===== src/rtl/pk_fnkeys_pkg.sv =====
// Shared constants for the function-key panel decoder: key modes, command
// fields, key indices and the command classifier.
package pk_pkg;

    typedef enum logic [1:0] {
        KM_LEVEL  = 2'd0,
        KM_PULSE  = 2'd1,
        KM_TOGGLE = 2'd2,
        KM_GATED  = 2'd3
    } key_mode_e;

    typedef enum logic [1:0] {
        DEC_KEY,
        DEC_ROT,
        DEC_REPORT,
        DEC_BAD
    } dec_e;

    localparam logic [1:0] CMD_KEY    = 2'b10;
    localparam logic [3:0] CMD_ROT    = 4'b0100;
    localparam logic [7:0] CMD_REPORT = 8'hC0;

    localparam int FN_START   = 0;
    localparam int FN_STOP    = 1;
    localparam int FN_CONT    = 2;
    localparam int FN_STEP    = 3;
    localparam int FN_SSTEP   = 4;
    localparam int FN_EXAM    = 5;
    localparam int FN_EXNEXT  = 6;
    localparam int FN_DEP     = 7;
    localparam int FN_DEPNEXT = 8;
    localparam int FN_LOAD    = 9;
    localparam int FN_RESET   = 10;
    localparam int FN_CLEAR   = 11;

    // Key bytes addressing a key beyond the configured count are protocol errors.
    function automatic dec_e decode_cmd(input logic [7:0] b, input int unsigned nkeys);
        if (b[7:6] == CMD_KEY && 32'(b[4:0]) < nkeys)
            return DEC_KEY;
        else if (b[7:4] == CMD_ROT)
            return DEC_ROT;
        else if (b == CMD_REPORT)
            return DEC_REPORT;
        else
            return DEC_BAD;
    endfunction

endpackage


===== src/rtl/pk_fnkeys_if.sv =====
// Byte link from the UART receiver into the function-key decoder.
interface pk_fnkeys_if;
    logic       rx_valid;
    logic [7:0] rx_byte;

    modport master (output rx_valid, output rx_byte);
    modport slave  (input  rx_valid, input  rx_byte);
endinterface


===== src/rtl/pk_fnkey_cell.sv =====
// One function key: raw pressed state plus a mode-dependent output flop
// (level copy, edge pulse, toggle, or gated level).
module pk_fnkey_cell
    import pk_pkg::*;
#(
    parameter logic [1:0] MODE = KM_LEVEL
) (
    input  logic clk_sys,
    input  logic rst_n,
    input  logic ev,
    input  logic v,
    input  logic gate,
    input  logic clr,
    input  logic wdt_rel,
    output logic key
);

    logic s_q;
    logic s_nxt;
    logic key_nxt;
    logic rise;

    // In toggle mode key itself is the toggle flop; clr beats a coincident press.
    always_comb begin
        s_nxt   = s_q;
        key_nxt = key;
        rise    = ev & v & ~s_q;
        if (ev)
            s_nxt = v;
        else if (wdt_rel && (MODE == KM_LEVEL || MODE == KM_GATED))
            s_nxt = 1'b0;
        case (MODE)
            KM_LEVEL:  key_nxt = s_nxt;
            KM_PULSE:  key_nxt = rise;
            KM_TOGGLE: key_nxt = clr ? 1'b0 : (key ^ rise);
            KM_GATED:  key_nxt = s_nxt & gate;
            default:   key_nxt = 1'b0;
        endcase
    end

    always_ff @(posedge clk_sys or negedge rst_n) begin
        if (!rst_n) begin
            s_q <= 1'b0;
            key <= 1'b0;
        end else begin
            s_q <= s_nxt;
            key <= key_nxt;
        end
    end

endmodule


===== src/rtl/pk_fnkeys.sv =====
// Panel command decoder: bytes from the serial link drive NKEYS function keys,
// the rotary position and LED-report requests. Link watchdog: PK_FNKEYS_LINK_WDT_EN.
module pk_fnkeys
    import pk_pkg::*;
#(
    parameter int unsigned          NKEYS        = 12,
    parameter logic [2*NKEYS-1:0]   KEY_MODE     = '0,
    parameter int unsigned          LINK_TIMEOUT = 50000000
) (
    input  logic             clk_sys,
    input  logic             rst_n,
    pk_fnkeys_if.slave       rx,
    input  logic [NKEYS-1:0] gate,
    input  logic             clr,
    output logic [NKEYS-1:0] keys,
    output logic [3:0]       rotary_pos,
    output logic             send_leds,
    output logic             proto_err,
    output logic             link_up
);

    dec_e       dec;
    logic [4:0] key_idx;
    logic       key_val;
    logic       wdt_rel;

    assign dec     = decode_cmd(rx.rx_byte, NKEYS);
    assign key_idx = rx.rx_byte[4:0];
    assign key_val = rx.rx_byte[5];

    for (genvar i = 0; i < NKEYS; i++) begin : g_key
        logic ev;
        assign ev = rx.rx_valid && (dec == DEC_KEY) && (key_idx == 5'(i));

        pk_fnkey_cell #(.MODE(KEY_MODE[2*i +: 2])) u_cell (
            .clk_sys (clk_sys),
            .rst_n   (rst_n),
            .ev      (ev),
            .v       (key_val),
            .gate    (gate[i]),
            .clr     (clr),
            .wdt_rel (wdt_rel),
            .key     (keys[i])
        );
    end

    always_ff @(posedge clk_sys or negedge rst_n) begin
        if (!rst_n) begin
            rotary_pos <= 4'd0;
            send_leds  <= 1'b0;
            proto_err  <= 1'b0;
        end else begin
            send_leds <= rx.rx_valid && (dec == DEC_REPORT);
            proto_err <= rx.rx_valid && (dec == DEC_BAD);
            if (rx.rx_valid && dec == DEC_ROT)
                rotary_pos <= rx.rx_byte[3:0];
        end
    end

`ifdef PK_FNKEYS_LINK_WDT_EN
    localparam int CW = $clog2(LINK_TIMEOUT + 1);

    logic [CW-1:0] wdt_cnt;
    logic          wdt_full;

    // A byte arriving on the timeout cycle keeps the link up and is applied.
    assign wdt_full = (wdt_cnt == CW'(LINK_TIMEOUT));
    assign wdt_rel  = wdt_full & ~rx.rx_valid;

    always_ff @(posedge clk_sys or negedge rst_n) begin
        if (!rst_n) begin
            wdt_cnt <= '0;
            link_up <= 1'b1;
        end else begin
            if (rx.rx_valid)
                wdt_cnt <= '0;
            else if (!wdt_full)
                wdt_cnt <= wdt_cnt + 1'b1;
            if (rx.rx_valid)
                link_up <= 1'b1;
            else if (wdt_full)
                link_up <= 1'b0;
        end
    end
`else
    assign wdt_rel = 1'b0;
    assign link_up = 1'b1;
`endif

endmodule


===== src/flat_wrapper.sv =====
// flat-port wrapper written by rule: the top's interface ports become plain ports
module pk_fnkeys_flat import pk_pkg::*;
#(
    parameter int unsigned          NKEYS        = 12,
    parameter logic [2*NKEYS-1:0]   KEY_MODE     = '0,
    parameter int unsigned          LINK_TIMEOUT = 50000000
)
  (clk_sys, rst_n, gate, clr, keys, rotary_pos, send_leds, proto_err, link_up, rx_rx_valid, rx_rx_byte);
  pk_fnkeys_if rx_i ();
  input  logic clk_sys;
  input  logic rst_n;
  input  logic [NKEYS-1:0] gate;
  input  logic clr;
  output logic [NKEYS-1:0] keys;
  output logic [3:0] rotary_pos;
  output logic send_leds;
  output logic proto_err;
  output logic link_up;
  input wire logic [$bits(rx_i.rx_valid)-1:0] rx_rx_valid;
  input wire logic [$bits(rx_i.rx_byte)-1:0] rx_rx_byte;
  assign rx_i.rx_valid = rx_rx_valid;
  assign rx_i.rx_byte = rx_rx_byte;
  pk_fnkeys #(.NKEYS(NKEYS), .KEY_MODE(KEY_MODE), .LINK_TIMEOUT(LINK_TIMEOUT)) u_core (.clk_sys(clk_sys), .rst_n(rst_n), .rx(rx_i), .gate(gate), .clr(clr), .keys(keys), .rotary_pos(rotary_pos), .send_leds(send_leds), .proto_err(proto_err), .link_up(link_up));
endmodule

===== config.mk =====
export PLATFORM = sky130hd
export DESIGN_NAME = pk_fnkeys_flat
export DESIGN_NICKNAME = d
export VERILOG_FILES = /design/src/rtl/pk_fnkeys_pkg.sv /design/src/rtl/pk_fnkeys_if.sv /design/src/rtl/pk_fnkey_cell.sv /design/src/rtl/pk_fnkeys.sv /design/src/flat_wrapper.sv
export SDC_FILE = /design/constraint.sdc
export NUM_CORES = 1
export LEC_CHECK = 0
export ABC_AREA = 0
export BUFFER_PORTS_ARGS = -buffer_cell sky130_fd_sc_hd__buf_2
export CAP_MARGIN = 20
export CORE_MARGIN = 4
export CORE_UTILIZATION = 46
export DETAILED_ROUTE_END_ITERATION = 8
export GPL_ROUTABILITY_DRIVEN = 0
export PLACE_DENSITY = 0.83
export SYNTH_ARGS = -nofsm -noshare
export SYNTH_HDL_FRONTEND = slang
export SYNTH_SLANG_ARGS = --single-unit
export TNS_END_PERCENT = 1

===== constraint.sdc =====
create_clock -name clk_sys -period 1.05 [get_ports clk_sys]
set_input_delay 0.315 -clock clk_sys [delete_from_list [all_inputs] [get_ports clk_sys]]
set_output_delay 0.315 -clock clk_sys [all_outputs]
set_load 0.1 [all_outputs]

==> results of run 1 <==
metrics by stage:
step / setup slack [ps] / power, W / instance area [um2] / util [%]
2_1_floorplan: -224 / 0.00134 / 1040 / -
4_1_cts: -188 / 0.00204 / 1530 / 77.1
3_5_place_dp: -461 / 0.00169 / 1480 / 74.8
3_3_place_gp: -421 / 0.00168 / 1480 / 74.8
6_report: -188 / 0.00203 / 1540 / 77.7
5_1_grt: -223 / 0.00211 / 1540 / 77.7
layer usage:
metal	up-vias	wire (um)	share of wire [%]
li1	346	-	-
met4	0	63	2.8
met1	375	905	40
met5	-	0	0
met2	17	1220	53
met3	6	90	4.0
repair_timing:
item,CTS,global route
hold buffers,1,0
buffers inserted,0,0
gates resized for setup,6,3
pin swaps,5,1
hold endpoints to repair,18,0
endpoints found under the setup margin,34,30
final cells by class:
cell class	instances	share of cell area, %
Clock buffer	3	1.46
Sequential cell	18	29.3
Multi-Input combinational cell	54	32.9
Timing Repair Buffer	42	34.1
Tap cell	27	2.20
sequential cells by signal (all words and copies together) (netlist names):
signal	count
u_core.g_key.u_cell.key	12
u_core.proto_err	1
u_core.rotary_pos	4
u_core.send_leds	1
synthesized netlist by cell type, drive strengths merged:
cell type	instances
and3b	2
nor3	2
nand2	11
a21oi	2
nor2b	4
nand2b	1
and3	1
conb	1
dfrtp	18
buf	13
a32oi	1
mux2	16
nor2	3
nand4	1
nor3b	8
clkbuf	1
o21ai	1
cell families (layout without fill, tap and decap cells):
group	count (synthesis)	in the layout	share of synthesized area [%]
simple gates	33	33	22.3
flops	18	18	46.1
mux	16	16	18.4
buf+inv	14	45	10.4
compound gates	4	4	2.43
other cells	1	1	0.384
power by group:
part / internal, W / switching, W / leakage, nW / total, W
logic: 0.000325 / 0.000556 / 0.440 / 0.000882
registers: 0.000748 / 0.0000591 / 0.241 / 0.000807
clock network: 0.000134 / 0.000208 / 0.0138 / 0.000341
path summary, 6_finish.rpt:
path / start / endpoint / slack (ps) / depth (start not counted)
setup reg to reg: u_core.g_key[2].u_cell.key$_DFFE_PN0P_ / u_core.g_key[2].u_cell.key$_DFFE_PN0P_ / 200 / 1
setup / recovery: u_core.g_key[2].u_cell.key$_DFFE_PN0P_ / keys[2] / -190 / 1
max in group asynchronous: rst_n / u_core.g_key[8].u_cell.key$_DFFE_PN0P_ / 310 / 2
min in group asynchronous: rst_n / u_core.send_leds$_DFF_PN0_ / 460 / 2
hold / removal: rx_rx_valid / u_core.proto_err$_DFF_PN0_ / 310 / 2
hold reg to reg: u_core.g_key[5].u_cell.key$_DFFE_PN0P_ / u_core.g_key[5].u_cell.key$_DFFE_PN0P_ / 580 / 1
==> key figures, run 1 <==
Clock tree
  – H-tree Lvls: 1
  – CTS tree: done
  – Clk_lat worst skew: 290 ps
  – CTS Sinks: 18
  – CTS max path bufs: 2
  – Clock Pin Slew Worst Setup and Hold Paths: 100 ps
  – CTS Buf Count: 3
  – Clk root buf: clkbuf_4

Route
  – Routed WL per cell: 15.8 um
  – DRT antenna net count: 0
  – Vias: 744
  – DR pass1 iterations: 4
  – Vias/cell: 5.17
  – DRT iter0 DRCs: 4
  – Drt drc: 0
  – WL final: 2270 um

GRT
  – Global route hottest layer: met2
  – GR Layer Usage met2: 31.0%
  – Largest net degree at the start of global routing: 19
  – First-pass GRT wire length: 3820 um
  – GRT Residual Overflow: 0
  – Met3 usage: 4.16%
  – Initial antenna violation count: 0
  – Tot GR Track Use: 18.7%
  – Vias in the first global route: 801
  – Met1 Usage GRT: 22.0%

Logic synthesis
  – Largest area contributor in the netlist: dfrtp_1
  – YS warnings: 0
  – Register area share after synthesis: 46.1%
  – Area contributors post-synth: dfrtp_1 46%, mux2_2 17%, buf_4 10%, nor3b_2 6.4%, nand2_1 4.2%
  – Post-synthesis cell area: 977 um2
  – Seq cells post-synth: 18
  – Synth top area share: 46.1%
  – Syn avg cell area: 11.4 um2
  – Post-Synthesis Cells: 86
  – Post-Syn Nets: 110
  – Post-synth cell types: 19

Setup path
  – Worst setup path class: flip-flop to output pin
  – CP max stage cell: dfrtp_1
  – Worst-path cell chain: buf_12
  – CP top delay family: flip-flops
  – Startpoint types: flip-flop
  – CP Data Required Time: 730 ps
  – Max Fanout on Critical Path: 2
  – Endpoint type of the worst setup path: output pin
  – Critical Path Max Stage Delay: 430 ps
  – Arr. time, crit path: 920 ps
  – Crit path buf inv count: 1

Placed design
  – DP HPWL: 1780 um
  – Port bufs: 28
  – Cells after DPL: 140

Run status
  – Outcome: finished with violations
  – Failing checks: negative setup slack

Floorplanning
  – Die width: 54.1 um
  – Row Count: 16
  – Die H: 54.1 um
  – Die Area: roughly 2900 um2
  – I/O pins: 43
  – Core area: ~2000 um2
  – Initial Util: 49.3%

Power and ir drop
  – VDD IR-drop max: around 1.4 mV
  – Leakage: about 0.7 nW
  – Power Dens Cells: 1320 nW/um2

STA
  – Final worst slack: -188 ps
  – Setup total negative slack: -3700 ps
  – RSZ-0062 raised after global routing: true
  – Setup Viol. Count Final: 30
  – FMAX: 808 MHz
  – Pins over their slew limit: 0
  – Worst Hold Margin: roughly 310 ps
  – Clk_skew: 0 ps
  – Min cycle time layout: 1240 ps
  – Final Hold Viols: 0
  – Final worst-path cycle share: 118%

Layout
  – Share of cells above drive strength 1: between 60% and 70%
  – Reg area: roughly 450 um2
  – Area of the multi-input gates: 507 um2
  – Area delta synth->final: 57.5%
  – Fillers: 110
  – Leading cell types in the layout, fill and taps excluded: 18 x buf_12, 18 x dfrtp_1, 16 x buf_4
  – Non-Filler Instances: 144
  – Nets: 143
  – Antenna cells: 0

Min path
  – Hold crit path type: input port to flip-flop

Flow run
  – Max_cap viols: 0
Note: power is estimated with default switching activity, not from simulation.
==> inputs of run 2 (changes only) <==
Settings changed: CELL_PAD_IN_SITES_DETAIL_PLACEMENT from default to 0, CELL_PAD_IN_SITES_GLOBAL_PLACEMENT from default to 1, CORE_UTILIZATION 46 to 34, PLACE_DENSITY 0.83 to 0.82.
==> key figures, run 2 (synthesis results as in run 1) <==
Flow run
  – Max_cap viols: 0 (unchanged)

STA
  – Worst Hold Margin: 310 ps (was 305 ps)
  – RSZ-0062 raised after global routing: true (unchanged)
  – Setup Viol. Count Final: 30 (unchanged)
  – FMAX: 824 MHz (was 808 MHz)
  – Clk_skew: 0 ps (unchanged)
  – Setup total negative slack: -3360 ps (was -3700 ps)
  – Final Hold Viols: 0 (unchanged)
  – Pins over their slew limit: 0 (unchanged)
  – Final worst slack: -163 ps (was -188 ps)
  – Final worst-path cycle share: 116% (was 118%)
  – Min cycle time layout: 1210 ps (was 1240 ps)

GRT
  – Largest net degree at the start of global routing: 19 (unchanged)
  – Initial antenna violation count: 0 (unchanged)
  – Vias in the first global route: 717 (was 801)
  – GRT Residual Overflow: 0 (unchanged)
  – Tot GR Track Use: 11.5% (was 18.7%)
  – First-pass GRT wire length: 3150 um (was 3820 um)

Route
  – Routed WL per cell: 13.6 um (was 15.8 um)
  – DR pass1 iterations: 2 (was 4)
  – DRT antenna net count: 0 (unchanged)
  – DRT iter0 DRCs: 16 (was 4)
  – Drt drc: 0 (unchanged)
  – Vias: 707 (was 744)
  – Vias/cell: 4.71 (was 5.17)
  – WL final: 2050 um (was 2270 um)

Layout
  – Antenna cells: 0 (unchanged)
  – Area of the multi-input gates: 502 um2 (was 507 um2)
  – Top Registers: u_core.g_key.u_cell.key: 12 flops, u_core.rotary_pos: 4 flops (unchanged)
  – Share of cells above drive strength 1: 67.2% (was 68.4%)
  – Area delta synth->final: 59.4% (was 57.5%)
  – Max reg flops: 12 (unchanged)
  – Nets: 145 (was 143)
  – Reg area: 450 um2 (unchanged)
  – Top reg by flops: u_core.g_key.u_cell.key (unchanged)
  – Fillers: 227 (was 110)
  – Leading cell types in the layout, fill and taps excluded: 18 x buf_12, 18 x dfrtp_1, 17 x buf_4 (was 18 x buf_12, 18 x dfrtp_1, 16 x buf_4)
  – Fin util: 56.5% (was 77.7%)

Setup path
  – Worst setup path class: flip-flop to output pin (unchanged)
  – Worst r2r src: u_core.g_key[1].u_cell.key$_DFFE_PN0P_ (was u_core.g_key[2].u_cell.key$_DFFE_PN0P_)
  – Startpoint types: flip-flop (unchanged)
  – R2R setup slack: 120 ps (was 200 ps)
  – Worst setup startpoint: u_core.g_key[2].u_cell.key$_DFFE_PN0P_ (unchanged)
  – Max Fanout on Critical Path: 2 (unchanged)
  – Worst-path cell chain: buf_12 (unchanged)
  – Crit path buf inv count: 1 (unchanged)
  – Capturing point of the worst reg2reg path: u_core.g_key[1].u_cell.key$_DFFE_PN0P_ (was u_core.g_key[2].u_cell.key$_DFFE_PN0P_)
  – Endpoint type of the worst setup path: output pin (unchanged)
  – CP top delay family: flip-flops (unchanged)
  – End of the critical path: keys[2] (unchanged)
  – CP max stage cell: dfrtp_1 (unchanged)
  – Critical path depth in cells: 1 (unchanged)
  – Arr. time, crit path: 900 ps (was 920 ps)
  – Worst Reg2Reg Path Length in Cells: 2 (was 1)
  – Critical Path Max Stage Delay: 430 ps (about the same)
  – CP Data Required Time: 730 ps (about the same)

Run status
  – Outcome: finished with violations (unchanged)
  – Failing checks: negative setup slack (unchanged)

Clock tree
  – H-tree Lvls: 1 (unchanged)
  – CTS max path bufs: 2 (unchanged)
  – Clk_lat worst skew: 290 ps (about the same)
  – CTS Buf Count: 3 (unchanged)
  – CTS tree: done (unchanged)
  – Clk root buf: clkbuf_4 (unchanged)
  – Clock Pin Slew Worst Setup and Hold Paths: 90 ps (was 100 ps)
  – CTS Sinks: 18 (unchanged)

Floorplanning
  – Initial Util: 35.4% (was 49.3%)
  – Core area: 2760 um2 (was 1980 um2)
  – Row Count: 19 (was 16)
  – Die width: 61.6 um (was 54.1 um)
  – Die H: 61.6 um (was 54.1 um)
  – I/O pins: 43 (unchanged)
  – Die Area: 3800 um2 (was 2930 um2)

Power and ir drop
  – Leakage: 0.708 nW (was 0.695 nW)
  – Power Dens Cells: 1300 nW/um2 (was 1320 nW/um2)
  – VDD IR-drop max: 1.09 mV (was 1.39 mV)

Min path
  – Hold crit path type: input port to flip-flop (unchanged)

Placed design
  – DP HPWL: 1580 um (was 1780 um)
  – Port bufs: 28 (unchanged)
run 2: stage by stage:
step	instance area (um2)	setup slack (ps)	std cells	total power, W
3_3_place_gp	1490	-428	144	0.00168
2_1_floorplan	1040	-224	86	0.00134
4_1_cts	1540	-181	149	0.00205
5_1_grt	1560	-195	150	0.00209
6_report	1560	-163	150	0.00202
3_5_place_dp	1490	-490	144	0.00169
run 2: timing repair:
action	4_1_cts	5_1_grt
hold buffers	1	0
resized for setup	6	2
endpoints found under the hold margin	18	0
endpoints found under the setup margin	30	34
buffers inserted	1	1
pin swaps	6	2
run 2: layer usage:
layer  part of all wire [%]  global-route usage, %  vias to the layer above
li1                       -                      -                      349
met1                     45                   15.5                      337
met2                     49                   17.5                       17
met3                    4.4                   2.31                        4
met4                    1.1                   5.45                        0
met5                      0                      0                        -
run 2: report_power, final:
part | internal (W) | leakage [nW] | switching, W
clock network | 0.000133 | 0.0138 | 0.000198
registers | 0.000748 | 0.241 | 0.0000567
logic | 0.000328 | 0.453 | 0.000554
total | 0.00121 | 0.708 | 0.000809
run 2: worst min-delay path by stage:
stage	endpoint	startpoint	slack (ps)	cells after the start
finish	u_core.proto_err$_DFF_PN0_	rx_rx_valid	310	2
global route	u_core.proto_err$_DFF_PN0_	rx_rx_valid	300	2
CTS	u_core.proto_err$_DFF_PN0_	rx_rx_valid	290	2
detailed placement	u_core.proto_err$_DFF_PN0_	rst_n	260	1
global placement	u_core.proto_err$_DFF_PN0_	rst_n	260	1
floorplan	u_core.g_key[0].u_cell.key$_DFFE_PN0P_	rst_n	20	0
run 2: layout make-up:
class                      instances  area share (%)
clock buffer                       3            1.45
multi-input combinational         54            32.2
sequential                        18            28.9
tap                               31            2.49
timing repair buffer              44            34.9
==> inputs of run 3 (changes only) <==
--- a/config.mk
+++ b/config.mk
@@ -16,3 +16,3 @@
 export GPL_ROUTABILITY_DRIVEN = 0
-export PLACE_DENSITY = 0.82
+export PLACE_DENSITY = 0.8
 export SYNTH_ARGS = -nofsm -noshare
==> constraint.sdc (replaced) <==
create_clock -name clk_sys -period 1.05 [get_ports clk_sys]
set_input_delay 0.0525 -clock clk_sys [delete_from_list [all_inputs] [get_ports clk_sys]]
set_output_delay 0.0525 -clock clk_sys [all_outputs]
set_load 0.1 [all_outputs]
==> key figures, run 3 (synthesis results as in run 1) <==
Run status
  – Outcome: complete, no violations (was finished with violations)

Floorplanning
  – Die H: 61.6 um (unchanged)
  – Die Area: 3800 um2 (unchanged)
  – Row Count: 19 (unchanged)
  – Initial Util: 35.4% (unchanged)
  – Die width: 61.6 um (unchanged)
  – I/O pins: 43 (unchanged)
  – Core area: 2760 um2 (unchanged)

Clock tree
  – Clock Pin Slew Worst Setup and Hold Paths: 90 ps (about the same)
  – CTS tree: done (unchanged)
  – CTS Buf Count: 3 (unchanged)
  – Clk_lat worst skew: 290 ps (about the same)
  – CTS max path bufs: 2 (unchanged)
  – H-tree Lvls: 1 (unchanged)
  – CTS Sinks: 18 (unchanged)
  – Clk root buf: clkbuf_4 (unchanged)

Layout
  – Share of cells above drive strength 1: 63.1% (was 67.2%)
  – Nets: 147 (was 145)
  – Area delta synth->final: 56.3% (was 59.4%)
  – Post-route cell area: 1530 um2 (was 1560 um2)
  – Fin util: 55.4% (was 56.5%)
  – Antenna cells: 0 (unchanged)
  – Top reg by flops: u_core.g_key.u_cell.key (unchanged)
  – Max reg flops: 12 (unchanged)
  – Non-Filler Instances: 153 (was 150)
  – Most common library cell in the layout ignoring fill and taps: buf_12
  – Top Registers: u_core.g_key.u_cell.key: 12 flops, u_core.rotary_pos: 4 flops (unchanged)
  – Leading cell types in the layout, fill and taps excluded: 18 x buf_12, 17 x buf_4, 17 x dfrtp_1 (was 18 x buf_12, 18 x dfrtp_1, 17 x buf_4)

Placed design
  – DP HPWL: 1720 um (was 1580 um)
  – DP Area: 1450 um2 (was 1490 um2)
  – Port bufs: 28 (unchanged)
  – Cells after DPL: 148 (was 144)

Power and ir drop
  – Leakage: 0.702 nW (was 0.708 nW)
  – VDD IR-drop max: 1.10 mV (was 1.09 mV)
  – Total power: 0.00203 W (was 0.00202 W)
  – Power Dens Cells: 1330 nW/um2 (was 1300 nW/um2)

Min path
  – Hold depth: 2 (unchanged)
  – Hold crit path type: input port to flip-flop (unchanged)

Setup path
  – Max Fanout on Critical Path: 4 (was 2)
  – Startpoint types: input port (was flip-flop)
  – CP Data Required Time: 1230 ps (was 730 ps)
  – Endpoint type of the worst setup path: flip-flop (was output pin)
  – End of the critical path: u_core.g_key[0].u_cell.key$_DFFE_PN0P_ (was keys[2])
  – R2R setup slack: 220 ps (was 120 ps)
  – Worst r2r src: u_core.g_key[2].u_cell.key$_DFFE_PN0P_ (was u_core.g_key[1].u_cell.key$_DFFE_PN0P_)
  – CP max stage cell: mux2_2 (was dfrtp_1)
  – Worst setup path class: input port to flip-flop (was flip-flop to output pin)
  – Critical Path Max Stage Delay: 340 ps (was 430 ps)
  – Worst Reg2Reg Path Length in Cells: 1 (was 2)
  – Capturing point of the worst reg2reg path: u_core.g_key[2].u_cell.key$_DFFE_PN0P_ (was u_core.g_key[1].u_cell.key$_DFFE_PN0P_)
  – Worst-path cell chain: buf_2 -> nor2b_1 -> a32oi_2 -> nor3b_2 -> mux2_2 (was buf_12)
  – Arr. time, crit path: 1180 ps (was 900 ps)
  – Worst setup startpoint: rx_rx_byte[6] (was u_core.g_key[2].u_cell.key$_DFFE_PN0P_)

STA
  – Worst Hold Margin: 52.4 ps (was 310 ps)
  – Final Hold Viols: 0 (unchanged)
  – Clk_skew: 0 ps (unchanged)
  – Pins over their slew limit: 0 (unchanged)
  – Min cycle time layout: 998 ps (was 1210 ps)
  – FMAX: 1000 MHz (was 824 MHz)
  – Final worst-path cycle share: 95.1% (was 116%)
  – Setup Viol. Count Final: 0 (was 30)

Route
  – Vias: 734 (was 707)
  – Routed WL per cell: 13.1 um (was 13.6 um)
  – DR pass1 iterations: 3 (was 2)
  – Drt drc: 0 (unchanged)
  – Vias/cell: 4.80 (was 4.71)
  – DRT iter0 DRCs: 4 (was 16)
  – DRT antenna net count: 0 (unchanged)
  – WL final: 2010 um (was 2050 um)

GRT
  – Largest net degree at the start of global routing: 19 (unchanged)
  – GRT Residual Overflow: 0 (unchanged)
  – Initial antenna violation count: 0 (unchanged)
  – Tot GR Track Use: 12.5% (was 11.5%)
  – First-pass GRT wire length: 3420 um (was 3150 um)
  – Vias in the first global route: 774 (was 717)

Flow run
  – Max_cap viols: 0 (unchanged)
run 3: per-layer routing:
layer  routed length [um]  global-route usage, %  share of wire (%)
met5                    0                      0                  0
met4                   40                   6.36                2.0
met3                  178                   5.03                8.9
met2                 1000                   20.3                 50
met1                  788                   14.0                 39
run 3: what timing repair did:
item / 4_1_cts / 5_1_grt
hold endpoints to repair: 18 / 0
resized for setup: 1 / 6
setup buffers: 0 / 0
endpoints found under the setup margin: 1 / 6
hold buffers: 1 / 0
pin swaps: 1 / 0
run 3: metrics by stage:
step	setup slack, ps	TNS, ps
detailed placement	-322	-3050
global placement	-237	-2170
global route	-3.53	-3.53
finish	51.5	0
CTS	1.77	0
floorplan	-210	-690
run 3: where the power goes:
part / total [W] / leakage [nW] / switching (W) / internal, W
Sequential: 0.000808 / 0.240 / 0.0000579 / 0.000750
Combinational: 0.000876 / 0.447 / 0.000552 / 0.000324
Clock: 0.000348 / 0.0150 / 0.000200 / 0.000148
Total: 0.00203 / 0.702 / 0.000810 / 0.00122
run 3: final cells by class:
type | instances | area, um2
Clock buffer | 4 | 26.3
Timing Repair Buffer | 46 | 548
Fill cell | 254 | 1230
Multi-Input combinational cell | 54 | 463
Sequential cell | 18 | 452
Tap cell | 31 | 38.8
run 3: worst max-delay path: cells and delay by family:
family	cells	cell delay (ps)
buffers and inverters	1	130
muxes	1	340
AOI/OAI and AO/OA	1	210
and+or+nand+nor	2	450
run 3: worst min-delay path by stage:
stage	startpoint	end	slack (ps)
global placement	rst_n	u_core.proto_err$_DFF_PN0_	-3
CTS	rx_rx_byte[3]	u_core.rotary_pos[3]$_DFFE_PN0P_	40
global route	rx_rx_byte[3]	u_core.rotary_pos[3]$_DFFE_PN0P_	50
finish	rx_rx_byte[2]	u_core.rotary_pos[2]$_DFFE_PN0P_	50
floorplan	rst_n	u_core.g_key[0].u_cell.key$_DFFE_PN0P_	-240
detailed placement	rst_n	u_core.send_leds$_DFF_PN0_	9
